--- config.mk ---
export PLATFORM = sky130hd
export DESIGN_NAME = can_error_frame_tx
export DESIGN_NICKNAME = d
export VERILOG_FILES = /design/src/rtl/can_error_frame_tx.sv
export SDC_FILE = /design/constraint.sdc
export NUM_CORES = 1
export LEC_CHECK = 0
export CAP_MARGIN = 25
export CORE_ASPECT_RATIO = 0.6
export CORE_MARGIN = 1
export CORE_UTILIZATION = 52
export CTS_CLUSTER_SIZE = 8
export DETAILED_ROUTE_END_ITERATION = 10
export PLACE_DENSITY = 0.77
export SKIP_CTS_REPAIR_TIMING = 1
export SYNTH_ARGS = -nofsm -noshare
export SYNTH_HDL_FRONTEND = slang
export SYNTH_SLANG_ARGS = --single-unit
--- constraint.sdc ---
create_clock -name clk_can -period 1.9 [get_ports clk_can]
set_clock_uncertainty 0.1 [all_clocks]
set_input_delay 0.19 -clock clk_can [delete_from_list [all_inputs] [get_ports clk_can]]
set_output_delay 0.19 -clock clk_can [all_outputs]
set_load 0.05 [all_outputs]
--- src/rtl/can_error_frame_tx.sv ---
// can_error_frame_tx
// Drives a CAN error or overload frame onto the bus: flag, wait for the bus
// to go recessive, delimiter, then intermission. Also reports flag bit
// errors, flag superposition overruns and delimiter form errors.
module can_error_frame_tx #(
    parameter int FLAG_LEN     = 6,
    parameter int DELIM_LEN    = 8,
    parameter int IMS_LEN      = 3,
    parameter int SUPERPOS_LIM = 8
) (
    input  logic clk_can,
    input  logic rst,
    input  logic bit_tick,
    input  logic can_rx,
    input  logic err_req,
    input  logic ovl_req,
    input  logic error_passive,
    input  logic bus_off,
    output logic can_tx,
    output logic busy,
    output logic frame_type,
    output logic frame_done,
    output logic flag_bit_err,
    output logic superpos_err,
    output logic delim_form_err
);

    localparam logic [2:0] S_IDLE     = 3'd0;
    localparam logic [2:0] S_FLAG     = 3'd1;
    localparam logic [2:0] S_WAIT_REC = 3'd2;
    localparam logic [2:0] S_DELIM    = 3'd3;
    localparam logic [2:0] S_IMS      = 3'd4;

    localparam logic [3:0] FLAG_END  = 4'(FLAG_LEN);
    localparam logic [3:0] DELIM_END = 4'(DELIM_LEN);
    localparam logic [3:0] IMS_END   = 4'(IMS_LEN);
    localparam logic [3:0] SP_END    = 4'(SUPERPOS_LIM);

    logic [2:0] state, state_nx;
    logic       passive_l, passive_nx;
    logic       frame_type_nx;
    logic       prev_rx, prev_rx_nx;
    logic [3:0] flag_cnt, flag_cnt_nx, flag_inc;
    logic [3:0] eq_cnt, eq_cnt_nx, eq_inc;
    logic [3:0] dom_cnt, dom_cnt_nx, dom_inc;
    logic [3:0] delim_cnt, delim_cnt_nx, delim_inc;
    logic [3:0] ims_cnt, ims_cnt_nx, ims_inc;
    logic       done_nx, flag_err_nx, superpos_nx, delim_err_nx;

    // Saturating increments so no counter can wrap back into a legal range
    assign flag_inc  = (flag_cnt  == 4'hF) ? flag_cnt  : flag_cnt  + 4'd1;
    assign eq_inc    = (eq_cnt    == 4'hF) ? eq_cnt    : eq_cnt    + 4'd1;
    assign dom_inc   = (dom_cnt   == 4'hF) ? dom_cnt   : dom_cnt   + 4'd1;
    assign delim_inc = (delim_cnt == 4'hF) ? delim_cnt : delim_cnt + 4'd1;
    assign ims_inc   = (ims_cnt   == 4'hF) ? ims_cnt   : ims_cnt   + 4'd1;

    // Next-state and next-output decisions; bus_off overrides everything mid-frame
    always_comb begin
        state_nx      = state;
        passive_nx    = passive_l;
        frame_type_nx = frame_type;
        prev_rx_nx    = prev_rx;
        flag_cnt_nx   = flag_cnt;
        eq_cnt_nx     = eq_cnt;
        dom_cnt_nx    = dom_cnt;
        delim_cnt_nx  = delim_cnt;
        ims_cnt_nx    = ims_cnt;
        done_nx       = 1'b0;
        flag_err_nx   = 1'b0;
        superpos_nx   = 1'b0;
        delim_err_nx  = 1'b0;

        case (state)
            S_IDLE: begin
                if (!bus_off && (err_req || ovl_req)) begin
                    state_nx      = S_FLAG;
                    frame_type_nx = !err_req;
                    passive_nx    = err_req ? error_passive : 1'b0;
                    prev_rx_nx    = 1'b0;
                    flag_cnt_nx   = 4'd0;
                    eq_cnt_nx     = 4'd0;
                    dom_cnt_nx    = 4'd0;
                    delim_cnt_nx  = 4'd0;
                    ims_cnt_nx    = 4'd0;
                end
            end
            S_FLAG: begin
                if (bit_tick) begin
                    if (!passive_l) begin
                        flag_cnt_nx = flag_inc;
                        flag_err_nx = can_rx;
                        if (flag_inc >= FLAG_END) begin
                            state_nx   = S_WAIT_REC;
                            dom_cnt_nx = 4'd0;
                        end
                    end else begin
                        eq_cnt_nx  = (eq_cnt == 4'd0 || can_rx != prev_rx) ? 4'd1 : eq_inc;
                        prev_rx_nx = can_rx;
                        if (eq_cnt_nx >= FLAG_END) begin
                            state_nx   = S_WAIT_REC;
                            dom_cnt_nx = 4'd0;
                        end
                    end
                end
            end
            S_WAIT_REC: begin
                if (bit_tick) begin
                    if (can_rx) begin
                        state_nx     = S_DELIM;
                        delim_cnt_nx = 4'd1;
                    end else if (dom_inc == SP_END) begin
                        superpos_nx = 1'b1;
                        dom_cnt_nx  = 4'd0;
                    end else begin
                        dom_cnt_nx = dom_inc;
                    end
                end
            end
            S_DELIM: begin
                if (bit_tick) begin
                    if (can_rx) begin
                        delim_cnt_nx = delim_inc;
                        if (delim_inc >= DELIM_END) begin
                            state_nx   = S_IMS;
                            ims_cnt_nx = 4'd0;
                        end
                    end else begin
                        delim_err_nx  = 1'b1;
                        state_nx      = S_FLAG;
                        frame_type_nx = 1'b0;
                        passive_nx    = error_passive;
                        prev_rx_nx    = 1'b0;
                        flag_cnt_nx   = 4'd0;
                        eq_cnt_nx     = 4'd0;
                        dom_cnt_nx    = 4'd0;
                        delim_cnt_nx  = 4'd0;
                        ims_cnt_nx    = 4'd0;
                    end
                end
            end
            S_IMS: begin
                if (bit_tick) begin
                    ims_cnt_nx = ims_inc;
                    if (ims_inc >= IMS_END) begin
                        state_nx = S_IDLE;
                        done_nx  = 1'b1;
                    end
                end
            end
            default: state_nx = S_IDLE;
        endcase

        if (state != S_IDLE && bus_off) begin
            state_nx     = S_IDLE;
            done_nx      = 1'b0;
            flag_err_nx  = 1'b0;
            superpos_nx  = 1'b0;
            delim_err_nx = 1'b0;
        end
    end

    // State, counters and registered outputs; outputs follow the next state so they line up with it
    always_ff @(posedge clk_can) begin
        if (rst) begin
            state          <= S_IDLE;
            passive_l      <= 1'b0;
            prev_rx        <= 1'b0;
            flag_cnt       <= 4'd0;
            eq_cnt         <= 4'd0;
            dom_cnt        <= 4'd0;
            delim_cnt      <= 4'd0;
            ims_cnt        <= 4'd0;
            can_tx         <= 1'b1;
            busy           <= 1'b0;
            frame_type     <= 1'b0;
            frame_done     <= 1'b0;
            flag_bit_err   <= 1'b0;
            superpos_err   <= 1'b0;
            delim_form_err <= 1'b0;
        end else begin
            state          <= state_nx;
            passive_l      <= passive_nx;
            prev_rx        <= prev_rx_nx;
            flag_cnt       <= flag_cnt_nx;
            eq_cnt         <= eq_cnt_nx;
            dom_cnt        <= dom_cnt_nx;
            delim_cnt      <= delim_cnt_nx;
            ims_cnt        <= ims_cnt_nx;
            can_tx         <= (state_nx == S_FLAG) ? passive_nx : 1'b1;
            busy           <= (state_nx != S_IDLE);
            frame_type     <= frame_type_nx;
            frame_done     <= done_nx;
            flag_bit_err   <= flag_err_nx;
            superpos_err   <= superpos_nx;
            delim_form_err <= delim_err_nx;
        end
    end

endmodule

* Word level (Yosys, flattened, before mapping) *
Cells that the tools add are included.
W data, S select, Z words.

storage, ports and cells
  flip-flop bits (word level) = 32
  logic and storage cells = 144

cells by class
  $lt $le $gt $ge = 4
  mux-type cells = 63
  reduce and logical (&&, ||, !) cells = 26
  bitwise operators = 6
  equality and inequality tests = 25
  $add $sub $neg = 5

operators by type and width
  cell                   number
  $mux W4                28
  $pmux W4 S3            4
  $mux W3                13
  $eq A4 B4 Y1 const B   6
  $add A4 B1 Y4 const B  5
  $ne A2 B2 Y1 const B   10
  $pmux W4 S4            1
  $pmux W3 S5            1
  $reduce_bool A3 Y1     5
  $mux W1                13
  $reduce_and A6 Y1      2
  $reduce_and A5 Y1      2
  $reduce_or A5 Y1       2
  $ne A3 B3 Y1 const B   3
  $reduce_and A9 Y1      1
  $ge A4 B3 Y1 const B   2
  $reduce_or A4 Y1       2
  $eq A3 B1 Y1 const B   2
  $eq A3 B2 Y1 const B   2
  $not A1 Y1             6
  $ge A4 B2 Y1 const B   1
  $ge A4 B4 Y1 const B   1
  $logic_not A4 Y1       1
  $pmux W1 S2            2
  other kinds (11)       14

* Depth between registers and ports, before layout *
Gate-level depths: netlist of the first run.

  depth in word-level cells = 12
  mapped depth = 8
  gate-level depth less buffers = 8

* Worst setup path after synthesis of the first run *
No wires, ideal clock.

  kind = reg2reg
  from = register flag_cnt[0]
  to = register can_tx
  path slack = -0.166 ns
  required time = 1.674 ns
  data arrival time = 1.840 ns
  stages on the path, launching flop included = 7
  path buffers = 0
  cell sequence = dfxtp_1 > ha_1 > or4_1 > and3_1 > nor4_2 > and2_1 > nand3b_1

between the ends
  cells in the longest elaborated chain, start to end = 11
  elaborated cells on any way between the ends = 12
  those cells by class = 1 x add/sub; 1 x order compare; 2 x eq/ne; 6 x mux; 1 x bitwise; 1 x reduce/logical

ends and longest elaborated chain
  what                                           line  text
  start, declared                                43    logic [3:0] flag_cnt, flag_cnt_nx, flag_inc;
  start signal, assigned                         184   flag_cnt <= flag_cnt_nx;
  $add A4 B1 Y4 or $eq A4 B4 Y1 (tied branches)  51    assign flag_inc = (flag_cnt == 4'hF) ? flag_cnt : flag_cnt + 4'd1;
  $mux W4 *                                      51
  $ge A4 B3 Y1 *                                 92    if (flag_inc >= FLAG_END) begin
  $mux W3 *                                      92
  $mux W3 *                                      89    if (!passive_l) begin
  $mux W3 *                                      88    if (bit_tick) begin
  $pmux W3 S5 *                                  73    case (state)
  $mux W3 *                                      153   if (state != S_IDLE && bus_off) begin
  $eq A3 B1 Y1 *                                 189   can_tx <= (state_nx == S_FLAG) ? passive_nx : 1'b1;
  $not A1 Y1 (no line) *                         -
  $reduce_or A2 Y1 (no line) *                   -
  end signal, assigned                           189
  end, declared                                  19    output logic can_tx,

Every way passes the cells marked *; elsewhere a longest branch is shown, timed or not.
A chain may end at the register's enable or synchronous reset.

* Worst setup path after layout of the first run *
  from = register flag_cnt[1]
  to = register can_tx

Same word-level chain as after synthesis.

==> impl_summary.md, run 1 <==
Layout
The area overhead of the layout relative to synthesis is 39.0%. The share of post-route cells with drive strength above 1 is 0.326. The number of inserted diodes is 0.

For this run, the share of the core covered by cells in the final layout is 0.797. The number of nets in the layout is 323.

STA
At the pin with the least slew margin, the transition time is 504 ps. Setup repair after global routing could not meet its margin everywhere. The final sum of negative setup slack is -305 ps. The minimum clock period is 2010 ps. The final number of hold-violating endpoints is 0. Headroom to the max-slew limit came out at 0.663.

The number of failing setup endpoints in the final timing report is 5. The number of pins exceeding their max-slew limit in the final report is 0. The least setup slack across all paths after layout is -107 ps.

Of the available clock period, the critical path in the final layout requires 1.06. The maximum achievable frequency is 498 MHz.

CTS
The clock passes through at most 2 buffers. The total clock buffers created by CTS is 5. For the worst-skew pair, the clock arrives at the later sink with an insertion delay of 290 ps. The H-tree depth is 2. CTS placed an instance of sky130_fd_sc_hd__clkbuf_8 at the clock tree root.

The number of sinks driven by the clock tree is 32. The CTS clock-pin slew for the worst setup and hold paths is 70 ps. The CTS tree is yes.

Run status
The flow ran to the end, but the final reports show violations. The checks that failed: setup timing.

Setup path
STA classifies the critical path endpoint as a register. The biggest fanout along the worst timing path is 3. The critical setup path kind is reg2reg.

For this run, the slowest stage of the critical path takes 530 ps. Walking the worst path, the cells encountered are ha_4, or4_4, and3_4, nor4_4, and2_4, nand3b_1. The critical-path cell with the highest stage delay is sky130_fd_sc_hd__or4_4. For the worst setup path, the data arrival time is 2080 ps. Data on the critical path is required at its endpoint by 1970 ps.

The worst setup path is launched from a register.

Global route
The via count of the first global-routing pass was 1867. For this run, the total global-route usage over all layers was measured as 0.289. The pin count of the biggest net entering global routing is 15. The first global-routing pass estimated 8760 um of wire. The initial antenna violation count is 0.

After global routing the overflow that remains totals 0.

Drt
After the first detailed-routing iteration, the DRC count stood at 163. In the routed layout, each cell is associated on average with a via count of 5.95. The detailed router placed 2111 vias in this run. The count of nets left with antenna violations once routing finished came out at 0. The detailed-router iteration count before antenna repair is 5.

After detailed routing, the number of remaining DRC violations is 0. After detailed routing, the total wire length is 5470 um. The average wire per cell in the routed design is 15.4 um.

Synthesis
Counting every net in the synthesized netlist gives 259. The post-synthesis cell count is 245. The number of synthesized register bits is 32. The number of synthesized flops with an enable pin is 0. The most common flop cell mapped by yosys is sky130_fd_sc_hd__dfxtp_1. In the synthesized netlist the async set-or-reset flop fraction comes to 0.

The total number of yosys warnings is 0. The part of the Yosys area used for sequential elements is 0.327. The count of different cell masters after synthesis is 59. The mapped netlist covers 1960 um^2. A synthesized cell averages 8.01 um^2.

Floorplanning
The floorplan die height is 49.6 um. The total area inside the core boundary comes to 3420 um^2. The initial utilization of the core area, before any placement, comes to 0.573.

Pin placement for this block handled 15 I/O pins. The site row count is 16. The total die area is 4030 um^2. In this run the horizontal extent of the chip is 81.3 um.

Placed design
The post-DP HPWL is 3950 um. Prior to clock tree synthesis, the placed netlist has a worst setup slack of -133 ps. The count of buffers added on input and output ports is 14. The weighted congestion at the end of routability-driven global placement is 0.884.

Pwr
The power density over the cells is 572 nW/um^2. The internal cell power is 0.00111 W. The clock network fraction of total power is 0.363.

The largest vdd supply drop is 0.000633 V. The total leakage power is 1.05 nW. The part of the power in registers is 0.448. In this run the power spent charging and discharging nets is 0.000449 W. Of the total power, the share spent switching nets is 0.288. The combinational share of power is 0.189.

Worst hold path
The path class of the tightest hold or removal check is reg2reg.

Job
Across the run, the number of max-cap violations was 0.
-- sequential cells by signal (all words and copies together), names as in the netlist --
| register | count |
|---|---|
| prev_rx | 1 |
| can_tx | 1 |
| delim_form_err | 1 |
| ims_cnt | 4 |
| superpos_err | 1 |
| passive_l | 1 |
| busy | 1 |
| eq_cnt | 4 |
| delim_cnt | 4 |
| dom_cnt | 4 |
| flag_cnt | 4 |
| state | 3 |
| flag_bit_err | 1 |
| frame_type | 1 |
| frame_done | 1 |
-- worst paths after layout --
check / slack, ps / to / cells after the start / start
setup / recovery: -110 / can_tx / 6 / flag_cnt[1]
hold / removal: 420 / prev_rx / 2 / prev_rx
setup reg to reg: -110 / can_tx / 6 / flag_cnt[1]
hold reg to reg: 420 / prev_rx / 2 / prev_rx
-- per-layer routing --
metal	part of all wire	vias to the layer above	track usage
met2	0.44	79	0.401
met3	0.061	9	0.0611
met4	0.010	0	0.0952
met5	0	-	0
li1	-	1041	-
met1	0.49	982	0.434
-- power by group through the flow --
stage,combinational [W],sequential [W],clock [W]
after floorplan,0.000139,0.000740,0
after global placement,0.000280,0.000712,0
after detailed placement,0.000282,0.000713,0
after CTS,0.000284,0.000698,0.000566
after global routing,0.000320,0.000699,0.000593
final,0.000295,0.000698,0.000566
-- cell type report --
type	count	area, um^2
Inverter	9	33.8
Clock inverter	2	10.0
Tap cell	45	56.3
Sequential cell	32	648
Multi-Input combinational cell	195	1370
Fill cell	240	696
Clock buffer	6	82.6
Timing Repair Buffer	66	531
-- cell families (layout without fill, tap and decap cells) --
family	count (synthesis)	after routing	synth area share
simple gates	104	104	0.281
fa+ha+maj	6	6	0.0383
compound gates	78	78	0.283
flops	32	32	0.327
mux	5	5	0.0255
xor+xnor	2	2	0.00893
buf+inv	18	83	0.0370
-- worst max-delay path: cells and delay by family, from the launching register on --
family,cells,cell delay (ps)
AND/OR/NAND/NOR,5,1280
adder cells (fa/ha/maj),1,160
flip-flops,1,350
-- metrics by stage --
stage                     instance area (um^2)  power [W]  cells  hold WS, ps
after floorplan                           1980   0.000880    245          291
after global placement                    2520   0.000993    346          367
after detailed placement                  2520   0.000995    346          408
after CTS                                 2620    0.00155    354          418
after global routing                      2730    0.00161    355          447
final                                     2730    0.00156    355          417
-- placed cells by master, fill, tap and decap left out, types with 3 or more instances in the layout --
cell type                          n
sky130_fd_sc_hd__a211oi_1          4
sky130_fd_sc_hd__a21oi_1          16
sky130_fd_sc_hd__a21oi_2           6
sky130_fd_sc_hd__a31oi_1           5
sky130_fd_sc_hd__and2_1            4
sky130_fd_sc_hd__and3_1            4
sky130_fd_sc_hd__buf_4            52
sky130_fd_sc_hd__clkbuf_8          6
sky130_fd_sc_hd__clkdlybuf4s50_1  14
sky130_fd_sc_hd__dfxtp_1          26
sky130_fd_sc_hd__dfxtp_2           6
sky130_fd_sc_hd__inv_1             7
sky130_fd_sc_hd__mux2i_1           5
sky130_fd_sc_hd__nand2_1          24
sky130_fd_sc_hd__nand2b_1          4
sky130_fd_sc_hd__nand3_1          11
sky130_fd_sc_hd__nand4_1           3
sky130_fd_sc_hd__nor2_1           25
sky130_fd_sc_hd__o21ai_0           9
sky130_fd_sc_hd__o21ai_1           5
sky130_fd_sc_hd__o31ai_1           4
-- cells in the mapped netlist (3+ instances only) --
master / count / area, um^2
sky130_fd_sc_hd__dfxtp_1: 32 / 641
sky130_fd_sc_hd__nor2_1: 26 / 97.6
sky130_fd_sc_hd__nand2_1: 24 / 90.1
sky130_fd_sc_hd__a21oi_1: 18 / 90.1
sky130_fd_sc_hd__nand3_1: 11 / 55.1
sky130_fd_sc_hd__o21ai_0: 10 / 50.1
sky130_fd_sc_hd__inv_1: 7 / 26.3
sky130_fd_sc_hd__and3_1: 6 / 37.5
sky130_fd_sc_hd__ha_1: 6 / 75.1
sky130_fd_sc_hd__a211oi_1: 5 / 37.5
sky130_fd_sc_hd__a31oi_1: 5 / 31.3
sky130_fd_sc_hd__and2_1: 5 / 31.3
sky130_fd_sc_hd__mux2i_1: 5 / 50.1
sky130_fd_sc_hd__o21ai_1: 5 / 25.0
sky130_fd_sc_hd__o31ai_1: 5 / 37.5
sky130_fd_sc_hd__a21oi_2: 4 / 35.0
sky130_fd_sc_hd__buf_2: 4 / 20.0
sky130_fd_sc_hd__clkbuf_1: 4 / 15.0
sky130_fd_sc_hd__nand2b_1: 4 / 25.0
sky130_fd_sc_hd__a22oi_1: 3 / 22.5
sky130_fd_sc_hd__nand4_1: 3 / 18.8
sky130_fd_sc_hd__nor3_1: 3 / 15.0
(Power assumes the default switching activity.)
==> run 2: changes to the inputs <==
- CORE_UTILIZATION: 52 -> 54
- CTS_BUF_LIST: default -> sky130_fd_sc_hd__clkbuf_8
- CTS_CLUSTER_DIAMETER: default -> 120
- PLACE_DENSITY: 0.77 -> 0.8
==> impl_summary.md, run 2 (same netlist as run 1, synthesis figures left out) <==
Global route
The initial antenna violation count is 0 (unchanged). The wire length of the first global-routing pass came to 9040 um (+3.1%). The total routing usage reported by global routing came to 0.304 (+0.0151). The pin count of the biggest net entering global routing was 13 (-2). The via count of the first global-routing pass was 1956 (+4.8%). The leftover overflow at the end of global routing is 0 (unchanged).

CTS
The cell sitting at the root of the clock tree is a sky130_fd_sc_hd__clkbuf_8. The total clock buffers created by CTS is 5 (unchanged). The insertion delay to the later sink of the worst-skew pair was 280 ps (about the same). The H-tree depth is 2 (unchanged). The number of sinks driven by the clock tree is 32 (unchanged). The clock tree buffer depth is 2 (unchanged).

The CTS tree is yes. The CTS clock-pin slew for the worst setup and hold paths is 70 ps (about the same).

Setup path
The stage delay of the slowest cell on the critical path was 530 ps (about the same). In this run the critical register-to-register path is captured at can_tx. The setup slack of the most critical reg-to-reg path is -60 ps (+50 ps). Among all stages on the critical path, the largest delay is contributed by sky130_fd_sc_hd__or4_4. The logic depth of the worst path, buffers included is 6 (unchanged). The worst reg2reg path startpoint is flag_cnt[1]. The startpoint of the most critical setup path is flag_cnt[1]. The required arrival time at the worst endpoint came to 1970 ps (about the same). The kind of cell with the highest combined delay along the critical path is simple AND/OR/NAND/NOR gates. The biggest fanout along the worst timing path is 3 (unchanged). The critical setup path kind is reg2reg.

The buffers plus inverters on the worst setup path is 0 (unchanged). The signal on the critical path passes through ha_4, or4_4, and3_4, nor4_4, and2_4, nand3b_1. The worst setup path is launched from a register. The end of the critical path is can_tx. The data arrival time of the worst path was 2030 ps (-50 ps).

The number of cells on the worst reg-to-reg path is 6 (unchanged). The type of element capturing the critical path is a register.

Layout
The number of inserted diodes is 0 (unchanged). In the layout the commonest cells are sky130_fd_sc_hd__buf_4, sky130_fd_sc_hd__dfxtp_1, sky130_fd_sc_hd__nor2_1, sky130_fd_sc_hd__nand2_1, sky130_fd_sc_hd__a21oi_1. The area growth from synthesis to layout is 38.2%. The non-filler instance count after layout is 355 (unchanged). The leading cell type in the layout, fill and taps excluded is sky130_fd_sc_hd__buf_4. The share of post-route cells with drive strength above 1 is 0.306 (-0.0194).

The number of nets in the layout is 323 (unchanged).

Pwr
The part of the power in registers is 0.457 (+0.009). The clock network fraction of total power was 0.349 (-0.014). The combinational share of power came to 0.194 (+0.005). The fraction of power spent switching nets is 0.277 (-0.0111). The power density over the cells was 564 nW/um^2 (-1.4%).

The largest vdd supply drop is 0.000459 V (-27%). The net switching power of the design is 0.000423 W (-5.7%). The total leakage power is 1.06 nW (+0.52%). The internal cell power is 0.00111 W (-0.44%).

STA
Setup repair after global routing could not meet its margin everywhere. The remaining max-slew budget at the tightest pin came to 0.670 (+0.00669). The least setup slack across all paths after layout is -61.3 ps (+46.2 ps). The transition time at the pin with the least slew margin is 494 ps (-10.0 ps).

The final sum of negative setup slack is -173 ps (+132 ps). The number of pins exceeding their max-slew limit in the final report is 0 (unchanged). The minimum clock period is 1960 ps (-46.2 ps). The final number of hold-violating endpoints is 0 (unchanged). The number of failing setup endpoints in the final timing report came to 5 (unchanged). The final cycle utilization of the critical path was 1.03 (-0.0243). The maximum achievable frequency is 510 MHz (+2.4%).

Drt
The average wire per cell in the routed design came to 15.9 um (+2.8%). The via count is 2158 (+2.2%). The number of nets with antenna violations after detailed routing is 0 (unchanged). The total DRC errors in the routed layout came to 0 (unchanged). The via count normalized by instance count is 6.08 (+2.2%). The wire length after detailed routing came to 5630 um (+2.8%). The number of DRC violations after detailed-routing iteration 0 is 271 (+66%). The detailed-router iteration count before antenna repair is 5 (unchanged).

Placed design
The number of placed instances, taps included is 345 (-0.29%). The weighted congestion at the end of routability-driven global placement was 0.888 (+0.43%). The post-DP HPWL is 3990 um (+0.97%).

The pre-CTS worst setup slack is -137 ps (-4.04 ps). The number of input and output port buffers inserted is 14 (unchanged).

Floorplanning
The initial core utilization came to 0.583 (+0.0102). The floorplan die height came to 48.7 um (-1.8%). The total die area is 3890 um^2 (-3.6%).

The count of pins on the block boundary came to 15 (unchanged). The die span in x is 79.8 um (-1.8%). The site row count is 16 (unchanged).

The floorplan core area is 3360 um^2 (-1.8%).

Run status
The final reports fail on setup timing. The flow ran to the end, but the final reports show violations.

Worst hold path
The type of the tightest min-delay check is reg2reg.

Job
The max capacitance violation total is 0 (unchanged).
run 2: final cells by class:
type,instances,area [um^2]
Fill cell,220,652
Sequential cell,32,651
Clock buffer,6,82.6
Multi-Input combinational cell,195,1350
Timing Repair Buffer,66,531
Tap cell,45,56.3
Inverter,9,33.8
Clock inverter,2,7.51
run 2: power by group through the flow:
| stage | combinational, W | clock [W] | sequential (W) |
|---|---|---|---|
| 6_report | 0.000297 | 0.000533 | 0.000699 |
| 2_1_floorplan | 0.000139 | 0 | 0.000740 |
| 5_1_grt | 0.000318 | 0.000572 | 0.000701 |
| 4_1_cts | 0.000280 | 0.000536 | 0.000700 |
| 3_3_place_gp | 0.000273 | 0 | 0.000715 |
| 3_5_place_dp | 0.000277 | 0 | 0.000714 |
run 2: worst min-delay path by stage:
stage / startpoint / endpoint / slack, ps / cells after the start
6_report: prev_rx / prev_rx / 410 / 2
5_1_grt: prev_rx / prev_rx / 420 / 2
4_1_cts: prev_rx / prev_rx / 410 / 2
3_5_place_dp: prev_rx / prev_rx / 400 / 2
3_3_place_gp: prev_rx / prev_rx / 370 / 2
2_1_floorplan: bus_off / delim_form_err / 290 / 2
run 2: layer usage:
layer,part of all wire,vias up,global-route usage
li1,-,1042,-
met1,0.47,997,0.450
met2,0.43,107,0.420
met3,0.091,12,0.0943
met4,0.010,0,0.0833
met5,0,-,0
run 2: worst reg2reg max path, cell delays in order, from the launching register on:
cell,delay (ps)
sky130_fd_sc_hd__dfxtp_2,340
sky130_fd_sc_hd__ha_4,160
sky130_fd_sc_hd__or4_4,530
sky130_fd_sc_hd__and3_4,190
sky130_fd_sc_hd__nor4_4,280
sky130_fd_sc_hd__and2_4,190
sky130_fd_sc_hd__nand3b_1,70
run 2: stage by stage:
stage / area, um^2 / total power [W] / hold slack [ps] / utilization
6_report: 2710 / 0.00153 / 414 / 0.806
5_1_grt: 2710 / 0.00159 / 424 / 0.806
4_1_cts: 2610 / 0.00152 / 411 / 0.775
3_5_place_dp: 2520 / 0.000992 / 401 / 0.749
3_3_place_gp: 2520 / 0.000988 / 373 / 0.749
2_1_floorplan: 1980 / 0.000880 / 291 / -
